<file path="config.mk">
export PLATFORM = sky130hd
export DESIGN_NAME = wb_stage
export DESIGN_NICKNAME = d
export VERILOG_FILES = /design/src/rtl/cpu_pkg.sv /design/src/rtl/wb_stage_load_align.sv /design/src/rtl/wb_stage.sv
export SDC_FILE = /design/constraint.sdc
export NUM_CORES = 1
export LEC_CHECK = 0
export CORE_ASPECT_RATIO = 0.6
export CORE_MARGIN = 2
export CORE_UTILIZATION = 44
export DETAILED_ROUTE_END_ITERATION = 10
export PLACE_DENSITY = 0.84
export SLEW_MARGIN = 30
export SYNTH_ARGS = -nofsm -noshare
export SYNTH_HDL_FRONTEND = slang
export SYNTH_SLANG_ARGS = --single-unit
</file>
<file path="constraint.sdc">
create_clock -name clk -period 2.3 [get_ports clk]
set_input_delay 0.23 -clock clk [delete_from_list [all_inputs] [get_ports clk]]
set_output_delay 0.23 -clock clk [all_outputs]
set_load 0.02 [all_outputs]
</file>
<file path="src/rtl/cpu_pkg.sv">
// Shared pipeline types: writeback-select and load-type encodings plus the MEM/WB latch bundle.
package cpu_pkg;

  localparam int XLEN = 32;

  localparam logic [1:0] WDSEL_ALU = 2'd0;
  localparam logic [1:0] WDSEL_MEM = 2'd1;
  localparam logic [1:0] WDSEL_PC4 = 2'd2;

  localparam logic [2:0] DM_LW  = 3'd0;
  localparam logic [2:0] DM_LH  = 3'd1;
  localparam logic [2:0] DM_LHU = 3'd2;
  localparam logic [2:0] DM_LB  = 3'd3;
  localparam logic [2:0] DM_LBU = 3'd4;

  typedef struct packed {
    logic            valid;
    logic            reg_write;
    logic [4:0]      rd;
    logic [1:0]      wdsel;
    logic [2:0]      dmtype;
    logic [XLEN-1:0] alu_out;
    logic [XLEN-1:0] rdata;
    logic [XLEN-1:0] pc;
  } mem_wb_t;

endpackage

</file>
<file path="src/rtl/wb_stage_load_align.sv">
// Load alignment: picks the byte/halfword addressed by off out of the raw word and extends it.
// Purely combinational, zero latency, no flow control.
module load_align
  import cpu_pkg::*;
#(
  parameter int DATA_W = XLEN
) (
  input  logic [DATA_W-1:0] rdata,
  input  logic [1:0]        off,
  input  logic [2:0]        dmtype,
  output logic [DATA_W-1:0] data
);

  logic [15:0] half;
  logic [7:0]  bval;

  always_comb begin
    half = off[1] ? rdata[31:16] : rdata[15:0];
    bval = rdata[7:0];
    case (off)
      2'd1:    bval = rdata[15:8];
      2'd2:    bval = rdata[23:16];
      2'd3:    bval = rdata[31:24];
      default: bval = rdata[7:0];
    endcase

    // Unknown load types fall back to a full-word load.
    data = rdata;
    case (dmtype)
      DM_LH:   data = {{(DATA_W-16){half[15]}}, half};
      DM_LHU:  data = {{(DATA_W-16){1'b0}}, half};
      DM_LB:   data = {{(DATA_W-8){bval[7]}}, bval};
      DM_LBU:  data = {{(DATA_W-8){1'b0}}, bval};
      default: data = rdata;
    endcase
  end

endmodule

</file>
<file path="src/rtl/wb_stage.sv">
// Writeback stage: MEM/WB latch, load extension, result select, single-cycle RF write and retire count.
// One cycle latency (captured at edge N, committed at N+1); stall holds the latch but side effects fire once.
module wb_stage
  import cpu_pkg::*;
#(
  parameter int DATA_W = XLEN,
  parameter int CNT_W  = 32
) (
  input  logic              clk,
  input  logic              rst,
  input  logic              stall,
  input  logic              flush,
  input  logic              mem_valid,
  input  logic              mem_reg_write,
  input  logic [4:0]        mem_rd,
  input  logic [1:0]        mem_wdsel,
  input  logic [2:0]        mem_dmtype,
  input  logic [DATA_W-1:0] mem_alu_out,
  input  logic [DATA_W-1:0] mem_rdata,
  input  logic [DATA_W-1:0] mem_pc,
  output logic              rf_wr,
  output logic [4:0]        rf_a3,
  output logic [DATA_W-1:0] rf_wd,
  output logic              wb_fwd_valid,
  output logic [4:0]        wb_fwd_rd,
  output logic [DATA_W-1:0] wb_fwd_data,
  output logic              retire_pulse,
  output logic [CNT_W-1:0]  retire_cnt
);

  mem_wb_t           lat;
  mem_wb_t           in_b;
  logic              done;
  logic              fire;
  logic [DATA_W-1:0] ld_data;
  logic [DATA_W-1:0] wd;

  assign in_b = '{valid:     mem_valid,
                  reg_write: mem_reg_write,
                  rd:        mem_rd,
                  wdsel:     mem_wdsel,
                  dmtype:    mem_dmtype,
                  alu_out:   mem_alu_out,
                  rdata:     mem_rdata,
                  pc:        mem_pc};

  // done marks a stalled instruction whose side effects already happened.
  always_ff @(posedge clk or negedge rst) begin
    if (!rst) begin
      lat  <= '0;
      done <= 1'b0;
    end else if (flush) begin
      lat.valid <= 1'b0;
      done      <= 1'b0;
    end else if (stall) begin
      done <= lat.valid;
    end else begin
      lat  <= in_b;
      done <= 1'b0;
    end
  end

  assign fire = lat.valid & ~done;

  always_ff @(posedge clk or negedge rst) begin
    if (!rst) begin
      retire_cnt <= '0;
    end else if (fire) begin
      retire_cnt <= retire_cnt + CNT_W'(1);
    end
  end

  load_align #(.DATA_W(DATA_W)) u_load_align (
    .rdata  (lat.rdata),
    .off    (lat.alu_out[1:0]),
    .dmtype (lat.dmtype),
    .data   (ld_data)
  );

  always_comb begin
    wd = '0;
    case (lat.wdsel)
      WDSEL_ALU: wd = lat.alu_out;
      WDSEL_MEM: wd = ld_data;
      WDSEL_PC4: wd = lat.pc + DATA_W'(4);
      default:   wd = '0;
    endcase
  end

  assign rf_wr        = fire & lat.reg_write & (lat.rd != 5'd0);
  assign rf_a3        = lat.rd;
  assign rf_wd        = wd;
  assign wb_fwd_valid = lat.valid & lat.reg_write & (lat.rd != 5'd0);
  assign wb_fwd_rd    = lat.rd;
  assign wb_fwd_data  = wd;
  assign retire_pulse = fire;

endmodule

</file>
Word level (Yosys, flattened, before mapping)
Cells that the tools add are included.

word-level totals
  word-level logic and storage cells = 41
  output and inout port bits = 109
  flip-flop bits (word level) = 141
  input port bits = 112

cells by class
  bitwise logic cells = 8
  equality and inequality tests = 10
  reductions and logical operators = 3
  mux-type cells = 8
  $add $sub $neg = 2

operators by type and width
  cell                                                 count
  case mux 32 bit (4 select lines)                     1
  two-way mux 108 bit                                  1
  case mux 32 bit (3 select lines)                     1
  adder 32 x 1 -> 32 bit, second input constant        1
  adder 32 x 3 -> 32 bit, second input constant        1
  case mux 8 bit (3 select lines)                      1
  two-way mux 16 bit                                   1
  equality test 2 bit, second input constant           3
  equality test 3 x 2 -> 1 bit, second input constant  2
  AND 1 bit                                            5
  nonzero test 5 bit                                   1
  equality test 2 x 1 -> 1 bit, second input constant  2
  equality test 3 x 1 -> 1 bit, second input constant  1
  equality test 3 bit, second input constant           1
  two-way mux 1 bit                                    3
  NOT 1 bit                                            3
  logical NOT 2 bit                                    1
  != test 2 x 1 -> 1 bit, second input constant        1
  AND reduction 2 bit                                  1

Longest topological paths before layout
Gate-level depths: netlist (run 1).

  word-level depth = 4
  depth in mapped cells = 9
  mapped depth without buffers = 6

By module
A second synthesis (run 1) with hierarchy kept.

second synthesis, totals
  cell total of the unflattened synthesis = 725
  area total of the unflattened synthesis = 8086.5 um2

modules (own cells, without submodules)
  module      cells each  instances  area an instance (um2)
  wb_stage    602         1          7050.5
  load_align  123         1          1036.0

Worst setup path after synthesis (run 1)
No wires, ideal clock.

  path kind = register -> output
  from = reg lat[97] (netlist name)
  to = out wb_fwd_data[1]
  slack = -0.329 ns
  buffers on the path = 2
  required time = 2.070 ns
  arrival time = 2.399 ns
  cell stages (with the launch flop) = 8
  cell sequence = dfrtp_1 -> clkbuf_1 -> nor3b_1 -> nand2b_1 -> a21boi_1 -> a221oi_1 -> a211oi_1 -> buf_4

between the ends
  word-level cells in the longest chain between the ends = 3
  elaborated cells between the ends (all ways) = 6
  classes of those cells = 4 x eq/ne; 2 x mux

ends and longest elaborated chain
  what                                         RTL line                   text
  start: declaration                           wb_stage.sv:31             mem_wb_t lat;
  start signal: assignment                     wb_stage.sv:58             lat <= in_b;
  equality test 3 bit (tied with other cells)  wb_stage_load_align.sv:29  case (dmtype)
  case mux 32 bit (4 select lines) *           wb_stage_load_align.sv:29
  case mux 32 bit (3 select lines) *           wb_stage.sv:82             case (lat.wdsel)
  end: declaration                             wb_stage.sv:26             output logic [DATA_W-1:0] wb_fwd_data,

Every way passes the cells marked *; elsewhere a longest branch is shown, timed or not.

Worst setup path in the final report (run 1)
  from = reg lat[96] (netlist name)
  to = out rf_wd[26]

between the ends
  word-level cells in the longest chain between the ends = 3
  elaborated cells between the ends (all ways) = 6
  classes of those cells = 4 x eq/ne; 2 x mux

ends and longest elaborated chain
  what                                         RTL line                   text
  equality test 3 bit (tied with other cells)  wb_stage_load_align.sv:29
  case mux 32 bit (4 select lines) *           wb_stage_load_align.sv:29
  case mux 32 bit (3 select lines) *           wb_stage.sv:82
  end: declaration                             wb_stage.sv:23             output logic [DATA_W-1:0] rf_wd,

Marked as above.

==> flow_metrics.env, run 1 <==
export IMPL_status="finished, violations left"
export IMPL_violations="setup timing"
export IMPL_synth_edf_count=0
export IMPL_die_height_um=106
export IMPL_layout_commonest_cell="clkdlybuf4s50_1"
export IMPL_clk_pin_slew_ns=0.07
export IMPL_io_buffers=220
export IMPL_rrSetupSlack_ns=0.26
export IMPL_tightest_slew_ns=0.523
export IMPL_rsz0062_at_grt="yes"
export IMPL_syn_to_final_growth_pct=61.5
export IMPL_avgRoutedWirePerCell_um=21.2
export IMPL_maxSlewViolCount=0
export IMPL_drc=0
export IMPL_cp_arrival_ns=2.51
export IMPL_cpPeakStageDelay_ns=0.47
export IMPL_root_buffer="clkbuf_16"
export IMPL_cap_violations=0
export IMPL_slowest_stage="dfrtp_2"
export IMPL_grt_ovfl_total=0
export IMPL_fin_total_pwr_mw=10.2
export IMPL_row_count=37
export IMPL_insertion_delay_ns=0.42
export IMPL_syn_avg_cell_area_sq_um=10.9
export IMPL_cts_buffers_inserted=17
export IMPL_cp_cell_sequence="buf_4 > buf_4 > o21a_1 > o311ai_4 > buf_12 > nor2_1 > a221o_1 > buf_2"
export IMPL_routed_via_density=5.54
export IMPL_period_minus_slack_ns=2.74
export IMPL_clock_skew_ns=0.0110
export IMPL_pwr_density_cell_mw_per_mm2=828
export IMPL_seq_area_sq_mm=0.00353
export IMPL_syn_nets=810
export IMPL_first_iter_violations=769
export IMPL_final_nets=1124
export IMPL_timing_final_hold_violations=0
export IMPL_dieWidth_um=174
export IMPL_mostFrequentLayoutCells="clkdlybuf4s50_1 (153), dfrtp_1 (138), buf_4 (119)"
export IMPL_crit_top_cell="buf_4"
export IMPL_gp_congestion=1.06
export IMPL_endpoint_kind="output pin"
export IMPL_ys_warn_count=0
export IMPL_grt_pass1_wl_mm=39.2
export IMPL_first_pass_iters=6
export IMPL_antenna_cells=0
export IMPL_start_util=0.446
export IMPL_antenna_found_initial=0
export IMPL_worstPathRequired_ns=2.07
export IMPL_core_sq_mm=0.0170
export IMPL_syn_cell_area_sq_mm=0.00760
export IMPL_netlist_instances=696
export IMPL_num_fill_cells=1165
export IMPL_worst_slack_ns=-0.443
export IMPL_ctsLongestPathBuffers=2
export IMPL_drive_gt1_frac=0.431
export IMPL_dr_total_vias=6962
export IMPL_htree_levels=4
export IMPL_hold_class="in2async"
export IMPL_worstReg2RegStart="retire_cnt[0]"
export IMPL_setup_viol=64
export IMPL_start_kind="flip-flop"
export IMPL_cts_tree="built"
export IMPL_reg2reg_to="retire_cnt[22]"
export IMPL_startpoint="lat[96]"
export IMPL_ys_async_sr_fraction=1.00
export IMPL_first_global_vias=6762
export IMPL_cts_sinks=141
export IMPL_synth_seq_cells=141
export IMPL_io_pins=221
export IMPL_grt_max_degree=59
export IMPL_multi_input_area_sq_mm=0.00424
export IMPL_synth_cell_type_count=58
export IMPL_ys_seq_area_frac=0.465
export IMPL_synthFlopType="dfrtp_1"
export IMPL_crit_fanout=7
export IMPL_reg2reg_depth=6
export IMPL_postRouteAntennaNets=0
export IMPL_period_share=1.19
export IMPL_dpl_worst_slack_ns=-0.531
export IMPL_die_area_sq_mm=0.0184
export IMPL_p_leak_nw=5.22
export IMPL_fmax_mhz=365
export IMPL_wirelength_mm=26.7
export IMPL_grt_util_all_layers=0.281
export IMPL_slew_headroom=0.648
export IMPL_ir_drop_mv=0.610
export IMPL_dp_hpwl_mm=18.8
export IMPL_path_class="reg2out"
area by class of cell:
cell class              instances  share of cell area
multi-input cells             470               0.346
repair buffers                373               0.291
flip-flops and latches        141               0.288
clock buffers                  19              0.0369
well taps                     234              0.0239
clock inverters                13              0.0125
inverters                       7             0.00214
cell families (layout without fill, tap and decap cells):
logic type,count (synthesis),in the layout,synth area share
AOI/OAI and AO/OA,92,92,0.0911
xor gates and xnor gates,53,53,0.0611
adders and majority gates,4,4,0.00593
buffers and inverters,85,412,0.0659
DFF,141,141,0.465
muxes,122,122,0.179
and+or+nand+nor,199,199,0.132
flip-flops by register name, summed over array words and instances, names as in the netlist:
| signal | cells |
|---|---|
| done | 1 |
| rf_a3 | 5 |
| retire_cnt | 32 |
| lat | 103 |
worst max-delay path by stage:
stage,to,slack (ns)
3_3_place_gp,rf_wd[17],-0.40
3_5_place_dp,wb_fwd_data[1],-0.53
4_1_cts,rf_wd[26],-0.44
2_1_floorplan,wb_fwd_data[28],-0.12
5_1_grt,rf_wd[26],-0.51
6_report,rf_wd[26],-0.44
report_power, final:
group	switching (mW)	internal, mW
Clock	1.16	1.68
Combinational	2.03	2.12
Sequential	0.355	2.80
Total	3.55	6.61
per-layer routing:
layer / part of all wire / GRT usage / vias up
met3: 0.10 / 0.0855 / 35
met5: 0 / 0 / -
met2: 0.44 / 0.411 / 347
met1: 0.44 / 0.410 / 3484
li1: - / - / 3096
met4: 0.013 / 0.0582 / 0
cells in the mapped netlist (all sizes together) (6+ instances only):
| cell type | number | area share |
|---|---|---|
| dfrtp | 141 | 0.46 |
| xnor2 | 34 | 0.039 |
| o22ai | 7 | 0.0058 |
| mux2i | 19 | 0.025 |
| o21ai | 25 | 0.016 |
| nand3 | 21 | 0.014 |
| nor4 | 8 | 0.0086 |
| a221oi | 12 | 0.014 |
| mux2 | 102 | 0.15 |
| and4 | 6 | 0.0069 |
| inv | 7 | 0.0035 |
| buf | 49 | 0.048 |
| xor2 | 19 | 0.022 |
| nand4 | 22 | 0.018 |
| nand2 | 46 | 0.023 |
| clkbuf | 29 | 0.014 |
| and2 | 6 | 0.0053 |
| nor2 | 52 | 0.026 |
| nor3 | 13 | 0.0086 |
what timing repair did:
item | CTS | global route
buffers inserted | 22 | 27
gates cloned | 1 | 0
hold buffers | 1 | 0
endpoints found under the hold margin | 40 | 0
setup endpoints to repair | 66 | 64
pin swaps | 25 | 22
resized for setup | 373 | 139
stage by stage:
step	utilization	hold WS, ns	area [sq um]	setup TNS, ns	instances
after floorplan	-	-0.0656	7690	-1.40	696
after global placement	0.619	0.187	10500	-18.68	1178
after detailed placement	0.619	0.189	10500	-19.53	1178
after CTS	0.682	0.311	11600	-18.11	1234
after global routing	0.720	0.321	12300	-23.61	1257
final	0.720	0.301	12300	-19.81	1257
worst max-delay path, delay by kind of cell (launching register included):
family	cells	cell delay, ns
simple gates	1	0.05
buf+inv	4	0.69
flops	1	0.47
compound gates	3	0.90
(Power assumes the default switching activity.)
==> inputs of run 2 (changes only) <==
PLACE_DENSITY = 0.78   (was 0.84)
==> run 2 against run 1 <==
  * Combinational power barely moved
  * The run still ends with setup timing left
  * Hold slack improved by 0.046 ns
  * Count of clock-buffer cells in the layout is 1 lower
  * Largest cell class unchanged
==> flow_metrics.env, run 2 (synthesized netlist as in run 1, its figures left out) <==
export IMPL_sw_frac_of_total=0.343
export IMPL_cts_sinks=141
export IMPL_start_util=0.446
export IMPL_grt_max_degree=51
export IMPL_tightest_slew_ns=0.526
export IMPL_grt_ovfl_total=0
export IMPL_final_cell_area_sq_mm=0.0121
export IMPL_slew_headroom=0.647
export IMPL_combPwrFrac=0.411
export IMPL_violations="setup timing"
export IMPL_ir_drop_mv=0.441
export IMPL_insertion_delay_ns=0.41
export IMPL_rsz0062_at_grt="yes"
export IMPL_endpoint_kind="output pin"
export IMPL_cts_buffers_inserted=17
export IMPL_worst_slack_ns=-0.502
export IMPL_fin_total_pwr_mw=10.1
export IMPL_first_iter_violations=629
export IMPL_drc=0
export IMPL_period_minus_slack_ns=2.80
export IMPL_dr_total_vias=6929
export IMPL_cp_arrival_ns=2.57
export IMPL_final_nets=1121
export IMPL_clk_pin_slew_ns=0.06
export IMPL_dieWidth_um=174
export IMPL_ctsLongestPathBuffers=2
export IMPL_routed_via_density=5.53
export IMPL_p_leak_nw=5.14
export IMPL_status="finished, violations left"
export IMPL_syn_to_final_growth_pct=59.8
export IMPL_gp_congestion=0.955
export IMPL_wirelength_mm=26.4
export IMPL_dp_hpwl_mm=19.0
export IMPL_start_kind="flip-flop"
export IMPL_setup_viol=64
export IMPL_fin_hold_ws_ns=0.346
export IMPL_period_share=1.22
export IMPL_path_class="reg2out"
export IMPL_pwr_share_seq=0.312
export IMPL_row_count=37
export IMPL_io_pins=221
export IMPL_crit_fanout=5
export IMPL_cap_violations=0
export IMPL_grt_util_all_layers=0.286
export IMPL_antenna_cells=0
export IMPL_mostFrequentLayoutCells="clkdlybuf4s50_1 (153), dfrtp_1 (138), buf_4 (124)"
export IMPL_hold_class="in2async"
export IMPL_clockPowerShare=0.277
export IMPL_fin_util=0.712
export IMPL_first_global_vias=6891
export IMPL_antenna_found_initial=0
export IMPL_top_register="lat"
export IMPL_num_fill_cells=1178
export IMPL_core_sq_mm=0.0170
export IMPL_die_height_um=106
export IMPL_avgRoutedWirePerCell_um=21.1
export IMPL_fmax_mhz=357
export IMPL_clock_skew_ns=0.00616
export IMPL_internal_power_mw=6.63
export IMPL_root_buffer="clkbuf_16"
export IMPL_p_switching_mw=3.46
export IMPL_pwr_density_cell_mw_per_mm2=831
export IMPL_largest_reg_flops=103
export IMPL_grt_pass1_wl_mm=39.9
export IMPL_maxSlewViolCount=0
export IMPL_die_area_sq_mm=0.0184
export IMPL_drive_gt1_frac=0.425
export IMPL_cts_tree="built"
export IMPL_dpl_cell_area_sq_mm=0.0106
export IMPL_worstPathRequired_ns=2.07
export IMPL_layout_commonest_cell="clkdlybuf4s50_1"
export IMPL_io_buffers=220
export IMPL_timing_final_hold_violations=0
export IMPL_htree_levels=4
export IMPL_first_pass_iters=5
export IMPL_postRouteAntennaNets=0
==> run 2: final timing paths <==
| kind | depth (start not counted) | to | startpoint | slack (ns) |
|---|---|---|---|---|
| max | 7 | rf_wd[26] | lat[65] | -0.50 |
| min | 2 | retire_cnt[30] | rst | 0.35 |
| max reg2reg | 6 | retire_cnt[22] | retire_cnt[0] | 0.37 |
| min reg2reg | 1 | retire_cnt[31] | retire_cnt[31] | 0.47 |
| max in group asynchronous | 3 | lat[96] | rst | 1.29 |
| min in group clk | 3 | lat[29] | mem_pc[29] | 0.40 |
==> run 2: what timing repair did <==
| action | CTS | global route |
|---|---|---|
| endpoints found under the setup margin | 66 | 64 |
| setup buffers | 24 | 10 |
| cloned | 1 | 0 |
| resized for setup | 432 | 62 |
| hold buffers | 1 | 0 |
| pin swaps | 21 | 17 |
| hold endpoints to repair | 47 | 0 |
==> run 2: power groups by stage <==
stage	combinational, mW	sequential (mW)	clock, mW
floorplan	1.88	3.13	0
global placement	3.39	3.13	0
detailed placement	3.42	3.14	0
CTS	3.87	3.13	2.84
global route	4.34	3.19	2.95
finish	4.15	3.15	2.79
==> run 2: per-layer routing <==
metal / track usage / wire length [um] / vias up
li1: - / - / 3112
met1: 0.418 / 12100 / 3441
met2: 0.411 / 11300 / 349
met3: 0.0985 / 2670 / 27
met4: 0.0534 / 303 / 0
met5: 0 / 0 / -
==> run 2: final cells by class <==
cell class	instances	area [sq um]	area share
Clock buffer	18	429	0.0354
Timing Repair Buffer	370	3510	0.289
Clock inverter	13	165	0.0136
Inverter	7	26.3	0.00217
Sequential cell	141	3530	0.291
Multi-Input combinational cell	470	4180	0.345
Tap cell	234	293	0.0241
==> run 2: critical path: stages, from the launching register on <==
cell and delay (ns):
dfrtp_1 0.40, mux4_2 0.54, and2_4 0.17, o311ai_4 0.33
buf_6 0.19, nor2_2 0.04, a221o_1 0.33, buf_6 0.16
==> run 2: per-stage QoR <==
step,cells,setup slack [ns],TNS [ns]
CTS,1247,-0.472,-19.68
global route,1253,-0.589,-27.96
global placement,1191,-0.443,-19.62
finish,1253,-0.502,-22.99
floorplan,696,-0.122,-1.40
detailed placement,1191,-0.413,-20.32
==> inputs of run 3 (changes only) <==
CORE_UTILIZATION = 45   (was 44)
CTS_BUF_LIST = sky130_fd_sc_hd__clkbuf_4   (was not set)
PLACE_DENSITY = 0.79   (was 0.78)
SKIP_CTS_REPAIR_TIMING = 1   (was not set)
==> run 3 against run 2 <==
  * The flow still finishes with violations (setup timing)
  * Largest power group unchanged
  * Clock skew increased by 0.022 ns
  * Wire length decreased by 7.8%
  * Sequential power about the same
  * Critical endpoint is now wb_fwd_data[28]
==> flow_metrics.env, run 3 (synthesized netlist as in run 1, its figures left out) <==
export IMPL_start_kind="flip-flop"
export IMPL_worst_slack_ns=-0.614
export IMPL_rsz0062_at_grt="yes"
export IMPL_start_util=0.465
export IMPL_reg2reg_to="retire_cnt[22]"
export IMPL_fmax_mhz=343
export IMPL_setup_viol=64
export IMPL_status="finished, violations left"
export IMPL_root_buffer="clkbuf_4"
export IMPL_routed_via_density=5.44
export IMPL_layout_commonest_cell="clkdlybuf4s50_1"
export IMPL_dp_cells=1173
export IMPL_slew_headroom=0.681
export IMPL_grt_ovfl_total=0
export IMPL_first_global_vias=6308
export IMPL_htree_levels=4
export IMPL_dieWidth_um=172
export IMPL_fin_total_pwr_mw=8.23
export IMPL_dp_hpwl_mm=18.5
export IMPL_first_pass_iters=5
export IMPL_pwr_density_cell_mw_per_mm2=736
export IMPL_grt_util_all_layers=0.266
export IMPL_num_fill_cells=1254
export IMPL_ctsLongestPathBuffers=2
export IMPL_avgRoutedWirePerCell_um=20.0
export IMPL_gp_congestion=0.940
export IMPL_drive_gt1_frac=0.387
export IMPL_largest_reg_flops=103
export IMPL_violations="setup timing"
export IMPL_worstReg2RegStart="retire_cnt[0]"
export IMPL_reg2reg_depth=6
export IMPL_syn_to_final_growth_pct=47.2
export IMPL_ir_drop_mv=0.401
export IMPL_p_leak_nw=4.83
export IMPL_clk_pin_slew_ns=0.15
export IMPL_worstPathRequired_ns=2.07
export IMPL_core_sq_mm=0.0164
export IMPL_period_share=1.27
export IMPL_io_buffers=220
export IMPL_maxSlewViolCount=0
export IMPL_insertion_delay_ns=0.54
export IMPL_dpl_worst_slack_ns=-0.416
export IMPL_cp_arrival_ns=2.68
export IMPL_endpoint_kind="output pin"
export IMPL_die_height_um=105
export IMPL_period_minus_slack_ns=2.91
export IMPL_die_area_sq_mm=0.0180
export IMPL_dpl_cell_area_sq_mm=0.0106
export IMPL_cts_tree="built"
export IMPL_cts_buffers_inserted=17
export IMPL_cts_sinks=141
export IMPL_multi_input_area_sq_mm=0.00401
export IMPL_postRouteAntennaNets=0
export IMPL_stdcell_count=1218
export IMPL_antenna_cells=0
export IMPL_grt_max_degree=59
export IMPL_timing_final_hold_violations=0
export IMPL_seq_area_sq_mm=0.00353
export IMPL_clock_skew_ns=0.0281
export IMPL_top_register="lat"
export IMPL_grt_pass1_wl_mm=35.9
export IMPL_dr_total_vias=6622
export IMPL_final_nets=1091
export IMPL_cap_violations=0
export IMPL_drc=0
export IMPL_path_class="reg2out"
export IMPL_io_pins=221
export IMPL_startpoint="lat[65]"
export IMPL_antenna_found_initial=1
export IMPL_rrSetupSlack_ns=0.33
export IMPL_fin_hold_ws_ns=0.147
export IMPL_row_count=36
export IMPL_hold_class="in2async"
export IMPL_first_iter_violations=554
export IMPL_final_cell_area_sq_mm=0.0112
export IMPL_crit_fanout=11
export IMPL_mostFrequentLayoutCells="clkdlybuf4s50_1 (152), dfrtp_1 (139), buf_4 (119)"
export IMPL_tightest_slew_ns=0.475
export IMPL_wirelength_mm=24.4
==> run 3: cell count changes in the layout (fill, tap and decap cells not counted), moves of 4 or more <==
| cell | before | now |
|---|---|---|
| buf_4 | 124 | 119 |
| dlymetal6s2s_1 | 0 | 8 |
| o221ai_4 | 5 | 0 |
| nor2_1 | 45 | 49 |
| buf_6 | 76 | 24 |
| clkbuf_2 | 0 | 6 |
| clkbuf_4 | 0 | 19 |
| buf_2 | 6 | 24 |
| buf_8 | 4 | 0 |
| o221ai_2 | 0 | 5 |
| clkbuf_16 | 17 | 0 |
==> run 3: worst max-delay path by stage <==
stage | slack (ns) | endpoint
final | -0.61 | wb_fwd_data[28]
after global routing | -0.73 | rf_wd[21]
after CTS | -1.03 | wb_fwd_data[24]
after detailed placement | -0.42 | rf_wd[17]
after global placement | -0.46 | wb_fwd_data[1]
after floorplan | -0.12 | wb_fwd_data[28]
==> run 3: metal layers <==
layer	up-vias	wire, um	track usage
met5	-	13	0
met4	2	170	0.0468
met3	23	2570	0.106
met2	283	10100	0.361
met1	3257	11500	0.402
li1	3057	-	-
==> run 3: stage by stage <==
step,TNS (ns),util
final,-27.41,0.684
after global routing,-34.67,0.684
after CTS,-58.30,0.663
after detailed placement,-18.85,0.647
after global placement,-18.47,0.647
after floorplan,-1.40,-
==> run 3: report_power, final <==
group	total, mW	switching, mW	internal (mW)	leakage, nW
clock	1.52	0.953	0.563	0.133
combinational	3.59	1.84	1.75	2.98
sequential	3.12	0.324	2.80	1.72
total	8.23	3.12	5.12	4.83
==> run 3: final cells by class <==
class	instances	share of cell area
multi-input cells	470	0.359
flip-flops and latches	141	0.316
repair buffers	340	0.274
well taps	228	0.0255
clock buffers	19	0.0128
clock inverters	13	0.0105
inverters	7	0.00235
==> run 3: worst max-delay path, stage by stage (launching register included) <==
cell and delay (ns):
dfrtp_1 0.40, mux4_2 0.54, and2_4 0.17, o311ai_4 0.32, buf_12 0.17, buf_4 0.12
a2bb2oi_2 0.13, nand2_2 0.07, dlymetal6s2s_1 0.21
